--- src/rtl/fetch_stage.sv ---
// Fetch stage: PC register, next-PC source selection, PR1 pipeline register,
// squash-pulse generation for downstream pipeline registers, a sticky
// illegal-select flag and a saturating accepted-instruction counter.
//
// Next-PC source codes on pc_mux_select:
//   0 = PC+1
//   1 = rb  : rb_val   (JLR target, resolved in PR3)   -> squash PR1, PR2
//   2 = c   : mem_val  (R7 load data, resolved in PR5) -> squash PR1..PR4
//   3 = m   : pr2_tgt  (JAL target, resolved in PR2)   -> squash PR1
//   4 = one : pr3_tgt  (BEQ target, resolved in PR3)   -> squash PR1, PR2
//   5 = h   : lhi_val  (LHI result, resolved in PR2)   -> squash PR1
//   6 = a   : alu_val  (R7 ALU result, in PR4)         -> squash PR1..PR3
//   7 = illegal, treated as PC+1 and latched into sel_err
module fetch_stage (
   input  logic        clk,
   input  logic        reset,
   input  logic [2:0]  pc_mux_select,
   input  logic        stall,
   input  logic [15:0] rb_val,
   input  logic [15:0] mem_val,
   input  logic [15:0] pr2_tgt,
   input  logic [15:0] pr3_tgt,
   input  logic [15:0] lhi_val,
   input  logic [15:0] alu_val,
   input  logic [15:0] imem_data,
   output logic [15:0] imem_addr,
   output logic [15:0] pr1_IR,
   output logic [15:0] pr1_PC,
   output logic        pr1_valid,
   output logic        flush_pr2,
   output logic        flush_pr3,
   output logic        flush_pr4,
   output logic        sel_err,
   output logic [15:0] fetch_cnt
);

   typedef enum logic [2:0] {
      SEL_INC  = 3'd0,
      SEL_RB   = 3'd1,
      SEL_C    = 3'd2,
      SEL_M    = 3'd3,
      SEL_ONE  = 3'd4,
      SEL_H    = 3'd5,
      SEL_A    = 3'd6,
      SEL_ILL  = 3'd7
   } sel_t;

   sel_t        sel;
   logic [15:0] pc;

   // Combinational results for the coming edge
   logic        redirect;
   logic [15:0] target;
   logic        sq_pr2;
   logic        sq_pr3;
   logic        sq_pr4;
   logic        advance;
   logic [15:0] pc_next;
   logic [15:0] pr1_ir_next;
   logic [15:0] pr1_pc_next;
   logic        pr1_valid_next;
   logic [15:0] fetch_cnt_next;
   logic        sel_err_next;

   assign sel       = sel_t'(pc_mux_select);
   assign imem_addr = pc;

   // Decode the select code into a redirect target and its squash depth
   always_comb begin
      redirect = 1'b0;
      target   = 16'h0000;
      sq_pr2   = 1'b0;
      sq_pr3   = 1'b0;
      sq_pr4   = 1'b0;
      case (sel)
         SEL_RB: begin
            redirect = 1'b1;
            target   = rb_val;
            sq_pr2   = 1'b1;
         end
         SEL_C: begin
            redirect = 1'b1;
            target   = mem_val;
            sq_pr2   = 1'b1;
            sq_pr3   = 1'b1;
            sq_pr4   = 1'b1;
         end
         SEL_M: begin
            redirect = 1'b1;
            target   = pr2_tgt;
         end
         SEL_ONE: begin
            redirect = 1'b1;
            target   = pr3_tgt;
            sq_pr2   = 1'b1;
         end
         SEL_H: begin
            redirect = 1'b1;
            target   = lhi_val;
         end
         SEL_A: begin
            redirect = 1'b1;
            target   = alu_val;
            sq_pr2   = 1'b1;
            sq_pr3   = 1'b1;
         end
         default: begin
            // PC+1 and the illegal code both fall through to sequential fetch
            redirect = 1'b0;
         end
      endcase
   end

   // Next-state for PC, PR1, the counter and the error flag.
   // A redirect wins over stall; a plain stall freezes PC and PR1.
   always_comb begin
      advance        = !redirect && !stall;
      pc_next        = pc;
      pr1_ir_next    = pr1_IR;
      pr1_pc_next    = pr1_PC;
      pr1_valid_next = pr1_valid;
      fetch_cnt_next = fetch_cnt;
      sel_err_next   = sel_err || (sel == SEL_ILL);

      if (redirect) begin
         pc_next        = target;
         pr1_ir_next    = 16'h0000;
         pr1_pc_next    = pc;
         pr1_valid_next = 1'b0;
      end else if (advance) begin
         pc_next        = pc + 16'd1;
         pr1_ir_next    = imem_data;
         pr1_pc_next    = pc;
         pr1_valid_next = 1'b1;
         if (fetch_cnt != 16'hFFFF) begin
            fetch_cnt_next = fetch_cnt + 16'd1;
         end
      end
   end

   // PC and PR1 registers
   always_ff @(posedge clk or negedge reset) begin
      if (!reset) begin
         pc        <= 16'h0000;
         pr1_IR    <= 16'h0000;
         pr1_PC    <= 16'h0000;
         pr1_valid <= 1'b0;
      end else begin
         pc        <= pc_next;
         pr1_IR    <= pr1_ir_next;
         pr1_PC    <= pr1_pc_next;
         pr1_valid <= pr1_valid_next;
      end
   end

   // Flush pulses: loaded every edge so they last exactly one cycle
   always_ff @(posedge clk or negedge reset) begin
      if (!reset) begin
         flush_pr2 <= 1'b0;
         flush_pr3 <= 1'b0;
         flush_pr4 <= 1'b0;
      end else begin
         flush_pr2 <= sq_pr2;
         flush_pr3 <= sq_pr3;
         flush_pr4 <= sq_pr4;
      end
   end

   // Accepted-instruction counter and sticky illegal-select flag
   always_ff @(posedge clk or negedge reset) begin
      if (!reset) begin
         fetch_cnt <= 16'h0000;
         sel_err   <= 1'b0;
      end else begin
         fetch_cnt <= fetch_cnt_next;
         sel_err   <= sel_err_next;
      end
   end

endmodule

--- config.mk ---
export PLATFORM = sky130hd
export DESIGN_NAME = fetch_stage
export DESIGN_NICKNAME = d
export VERILOG_FILES = /design/src/rtl/fetch_stage.sv
export SDC_FILE = /design/constraint.sdc
export NUM_CORES = 1
export LEC_CHECK = 0
export CAP_MARGIN = 10
export CORE_MARGIN = 2
export CORE_UTILIZATION = 42
export CTS_CLUSTER_DIAMETER = 50
export CTS_CLUSTER_SIZE = 28
export DETAILED_ROUTE_END_ITERATION = 10
export PLACE_DENSITY_LB_ADDON = 0.1
export SLEW_MARGIN = 0
export SYNTH_ARGS = -nofsm -noshare
export SYNTH_HDL_FRONTEND = slang
export SYNTH_SLANG_ARGS = --single-unit
--- constraint.sdc ---
create_clock -name clk -period 2.36 [get_ports clk]
set_input_delay 0.708 -clock clk [delete_from_list [all_inputs] [get_ports clk]]
set_output_delay 0.708 -clock clk [all_outputs]
set_load 0.01 [all_outputs]
; ---- After elaboration in Yosys (flattened, before gate mapping)
; Cells that the tools add are included.
[classes]
add_sub_neg = 2
n_eq_ne = 8
n_bitwise = 1
reduce_logical = 9
n_mux = 13
[ops]
columns = cell, count
row1 = $mux 16, 6
row2 = $pmux 16 s6, 1
row3 = $add 16x1->16 const B, 2
row4 = $ne 16x16->1 const B, 1
row5 = $eq 3x3->1 const B, 4
row6 = $eq 3x2->1 const B, 2
row7 = $mux 1, 6
row8 = $reduce_or 6->1, 1
row9 = $reduce_or 4->1, 1
row10 = $eq 3x1->1 const B, 1
row11 = $reduce_and 3->1, 1
row12 = $logic_not 1->1, 2
row13 = $reduce_bool 2->1, 1
row14 = $reduce_or 2->1, 1
row15 = $logic_and 1x1->1, 1
row16 = $logic_or 1x1->1, 1
row17 = $not 1->1, 1
[totals]
register_bits = 69
in_bits = 118
output_inout_bits = 69
wordCells = 42

; ---- Depth between registers and ports, before layout
[depth]
word_depth = 7
depth_mapped = 7

; ---- Worst setup path after synthesis
; OpenSTA, ideal clock, no wires.
[synth_path]
kind = input-to-reg
start = in pc_mux_select[0]
end = reg fetch_cnt[1]
n_path_buf = 1
arrival_ns = 1.827
setup_time_ns = 0.125
slack_ns = 0.408
path_stages = 5
path_cell_list = or3_4 -> a21oi_4 -> o31a_1 -> buf_4 -> mux2_2
[synth_between]
elab_chain_cells = 6
elab_cells_between_ends = 12
classes_between = 6 x eq/ne / 1 x mux / 1 x bitwise / 4 x reduce/logical
[synth_lines]
columns = item, line
row1 = start: declaration, 17  ; input logic [2:0] pc_mux_select,
row2 = $eq 3x3->1 (tied with other cells), 75  ; case (sel)
row3 = $reduce_or 6->1 (no line) (*), -
row4 = $mux 1 (*), 75
row5 = $logic_not 1->1, 117  ; advance = !redirect && !stall;
row6 = $logic_and 1x1->1, 117
row7 = $reduce_and 3->1 (no line) (*), -
row8 = end signal: assignment, 175  ; fetch_cnt <= fetch_cnt_next;
row9 = end: declaration, 34  ; output logic [15:0] fetch_cnt
; Mark *: on every way between the ends. The rest lies on a longest branch, timed or not.
; A chain may end at the register's enable or synchronous reset.

; ---- Worst setup path after layout
[layout_path]
start = in pc_mux_select[0]
end = reg pc[13] (netlist: imem_addr[13])
[layout_between]
elab_chain_cells = 6
elab_cells_between_ends = 13
classes_between = 6 x eq/ne / 3 x mux / 4 x reduce/logical
[layout_lines]
columns = item, line
row1 = $eq 3x3->1 (tied with other cells), 75
row2 = $reduce_or 6->1 (no line), -
row3 = $mux 1, 75
row4 = $logic_not 1->1, 117
row5 = $logic_and 1x1->1, 117
row6 = $reduce_bool 2->1 (no line), -
row7 = end signal: assignment, 149  ; pc <= pc_next;
row8 = end: declaration, 49  ; logic [15:0] pc;
; Several ways; a longest one is shown, not always the timed one.

==> flow_summary.ini <==
[run_status]
status = finished clean

[layout]
diodes = 0
final_nets = 717
fillCellCount = 742
final_design_area_no_fill_sq_um = 6390
stdcell_count = 713
syn_to_final_growth_pct = 62.1
drive_above_1_share = 0.173
utilization = 0.698

[power_and_ir_drop]
power_mw = 3.64
powerDensity_nw_per_um2 = 570
leakage_nw = 2.74
ir_drop_uv = 509

[synth]
synth-compound-area-share = 0.163
mappedNetlistArea_sq_um = 3940
ys_warn_count = 0
synth-simple-area-share = 0.146
synth_xor_area_frac = 0.0397
syn-num-nets = 501
yosys-mux-area-fraction = 0.168
synth_top_family_by_area = multiplexers
synth_top_area_share = 0.438
synth_fa_ha_area_frac = 0.00635
synth_seq_area_share = 0.438
synth_ff_type = dfrtp_1
syn_inst = 381
synth-seq-cells = 69
ys_async_sr_fraction = 1.00
synth.largest_area_cell = dfrtp_1
yosysUniqueCellTypes = 55
synth-edff-count = 0
syn_avg_cell_area_sq_um = 10.3
synthTopCellsByArea = dfrtp_1 (44%), mux2_2 (8.6%), mux2i_1 (7.6%), nor2_1 (3.3%), nand2_1 (2.7%)

[detailed_routing]
wl_um = 12700
viasPerCell = 5.37
vias = 3826
wire_per_inst_um = 17.8
drc = 0
drt_iter0_drc = 118
ant_nets = 0
drtPass1Iterations = 4

[worst_setup_path]
crit_chain = clkdlybuf4s50_1 -> buf_4 -> nand2b_1 -> inv_1 -> a221oi_1 -> a31oi_1 -> a211o_1 -> o221a_2
cp-start-kind = input port
arrival_ns = 2.46
worstSetupEndpoint = imem_addr[13]
rr_worst_depth = 6
r2r_end = imem_addr[12]
r2r_setup_slack_ns = 0.42
cpPeakStageDelay_ns = 0.51
cp-end-kind = flip-flop
crit_fanout = 10
slowest_stage = clkdlybuf4s50_1
worstPathRequired_ns = 2.60
r2r-start = imem_addr[0]
cp-startpoint = pc_mux_select[0]
setup.worst_path.class = in -> reg

[die]
die_h_um = 101
dieWidth_um = 101
coreArea_sq_um = 9150
io_pins = 187
initial_core_util = 0.431
rows = 35
die_area_sq_um = 10200

[worst_hold_path]
hold_class = in -> async

[sta]
relSlewSlack = 0.684
report.final.slew_viol_count = 0
clock.fmax_ghz = 0.450
hold_slack_ns = 0.302
fin_crit_ns = 2.22
min_period_over_period = 0.942
final-setup-viol-count = 0
hold_viol_final = 0
worst_slew_pin_slew_ns = 0.474
finClkSkew_ns = 0.00713
grt_setup_unrepaired = false

[grt]
grt_usage = 0.258
grt_pass1_vias = 4043
antenna_found_initial = 0
grt_use_met3 = 0.0680
grt_util_met1 = 0.311
use_met2 = 0.457
grt-busiest-layer = met2
grt_pass1_wl_um = 20400
overflow = 0
grt_max_degree = 37

[clock_tree]
cts_buffers = 9
clkTransAtPathRegs_ns = 0.08
htree_num_levels = 3
clk_latency_ns = 0.34
clockRootBuffer = clkbuf_8
clock_sinks = 69
clock_path_buffers = 2
cts_tree = yes
post_cts_buffers = 0

[run]
drv_cap = 0

[place]
hpwl_um = 9920
dpl_cell_area_sq_um = 6150
placedCellCount = 697
port-buffer-count = 186
gp_congestion = 0.906
==> worst max-delay path: cells and delay by family <==
kind | cells | cell delay, ns
compound gates | 4 | 0.81
buf+inv | 3 | 0.81
simple gates | 1 | 0.14
==> state kept, by name, indices dropped and copies added (netlist names), 16 cells and up <==
signal     flops
fetch_cnt     16
imem_addr     16
pr1_IR        16
pr1_PC        16
==> report_power, final <==
group / switching, mW / internal [mW] / leakage [nW]
Sequential: 0.152 / 1.32 / 0.881
Clock: 0.457 / 0.628 / 0.114
Combinational: 0.420 / 0.667 / 1.75
Total: 1.03 / 2.61 / 2.74
==> what timing repair did <==
item / 4_1_cts / 5_1_grt
resized for setup: 0 / 3
hold buffers: 0 / 0
endpoints found under the setup margin: 0 / 2
endpoints found under the hold margin: 0 / 0
==> worst min path at each step <==
| stage | start | end | cells after the start |
|---|---|---|---|
| finish | reset | flush_pr4 | 1 |
| global route | reset | flush_pr4 | 1 |
| CTS | reset | flush_pr4 | 1 |
| detailed placement | sel_err | sel_err | 1 |
| global placement | sel_err | sel_err | 1 |
| floorplan | reset | fetch_cnt[0] | 0 |
==> metal layers <==
layer,wire [um],vias up
met3,669,17
met2,6650,108
met4,216,0
met1,5180,1863
met5,0,-
li1,-,1838
==> through the flow <==
step	setup TNS (ns)	worst slack [ns]
floorplan	0	0.408
global placement	-5.37	-0.224
detailed placement	-6.77	-0.282
CTS	0	0.0888
global route	0	0.0393
finish	0	0.136
==> cell usage in the layout, fill, tap and decap left out, types with 3 or more instances in the layout <==
cell	netlist	final
clkdlybuf4s50_1	0	183
clkbuf_8	0	10
o32ai_1	3	3
nor3_1	6	6
a22o_1	6	6
inv_1	6	6
nor2_1	35	35
or2_2	5	5
nand4_1	4	4
a22oi_1	6	6
mux2_2	30	30
buf_4	2	41
mux2i_1	30	30
a21oi_1	6	6
and2_1	3	3
nand3_1	10	10
nand2b_1	3	3
xor2_1	5	5
o21a_1	11	11
a31oi_1	9	9
nor2b_1	7	7
and3_1	7	7
o21ai_0	11	11
a221oi_1	11	11
o211ai_1	3	3
xnor2_1	11	11
nand2_1	28	28
and4_1	4	4
dfrtp_1	69	69
==> Yosys cell counts (2+ instances only) <==
cell and count:
o31ai_1 2, o221a_2 2, nand4_1 4, o211ai_1 3, clkbuf_1 4, xor2_1 5
o22a_1 2, buf_4 2, o32ai_1 3, buf_6 2, inv_1 6, or2_2 5
mux2_2 30, a21oi_1 6, nor2b_1 7, mux2i_1 30, and2_1 3, a31oi_1 9
nand2b_1 3, buf_1 2, buf_2 14, nand3_1 10, a22o_1 6, dfrtp_1 69
o21a_1 11, nor2_1 35, a22oi_1 6, and4_1 4, a221oi_1 11, o21ai_0 11
nand2_1 28, nor3_1 6, xnor2_1 11, ha_1 2, and3_1 7
==> cells by family after synthesis <==
| family | Yosys count |
|---|---|
| buffers and inverters | 30 |
| flip-flops | 69 |
| AND/OR/NAND/NOR | 117 |
| AO/OA/AOI/OAI | 85 |
| adder cells (fa/ha/maj) | 2 |
| XOR/XNOR | 17 |
| multiplexers | 61 |
==> final cells by class <==
class | instances | area (sq um) | share of cell area
clock inverter | 5 | 82.6 | 0.0129
tap | 111 | 139 | 0.0217
sequential | 69 | 1730 | 0.270
inverter | 6 | 22.5 | 0.00353
timing repair buffer | 229 | 2210 | 0.346
clock buffer | 11 | 141 | 0.0221
multi-input combinational | 282 | 2070 | 0.324
Note: power is estimated with default switching activity, not from simulation.
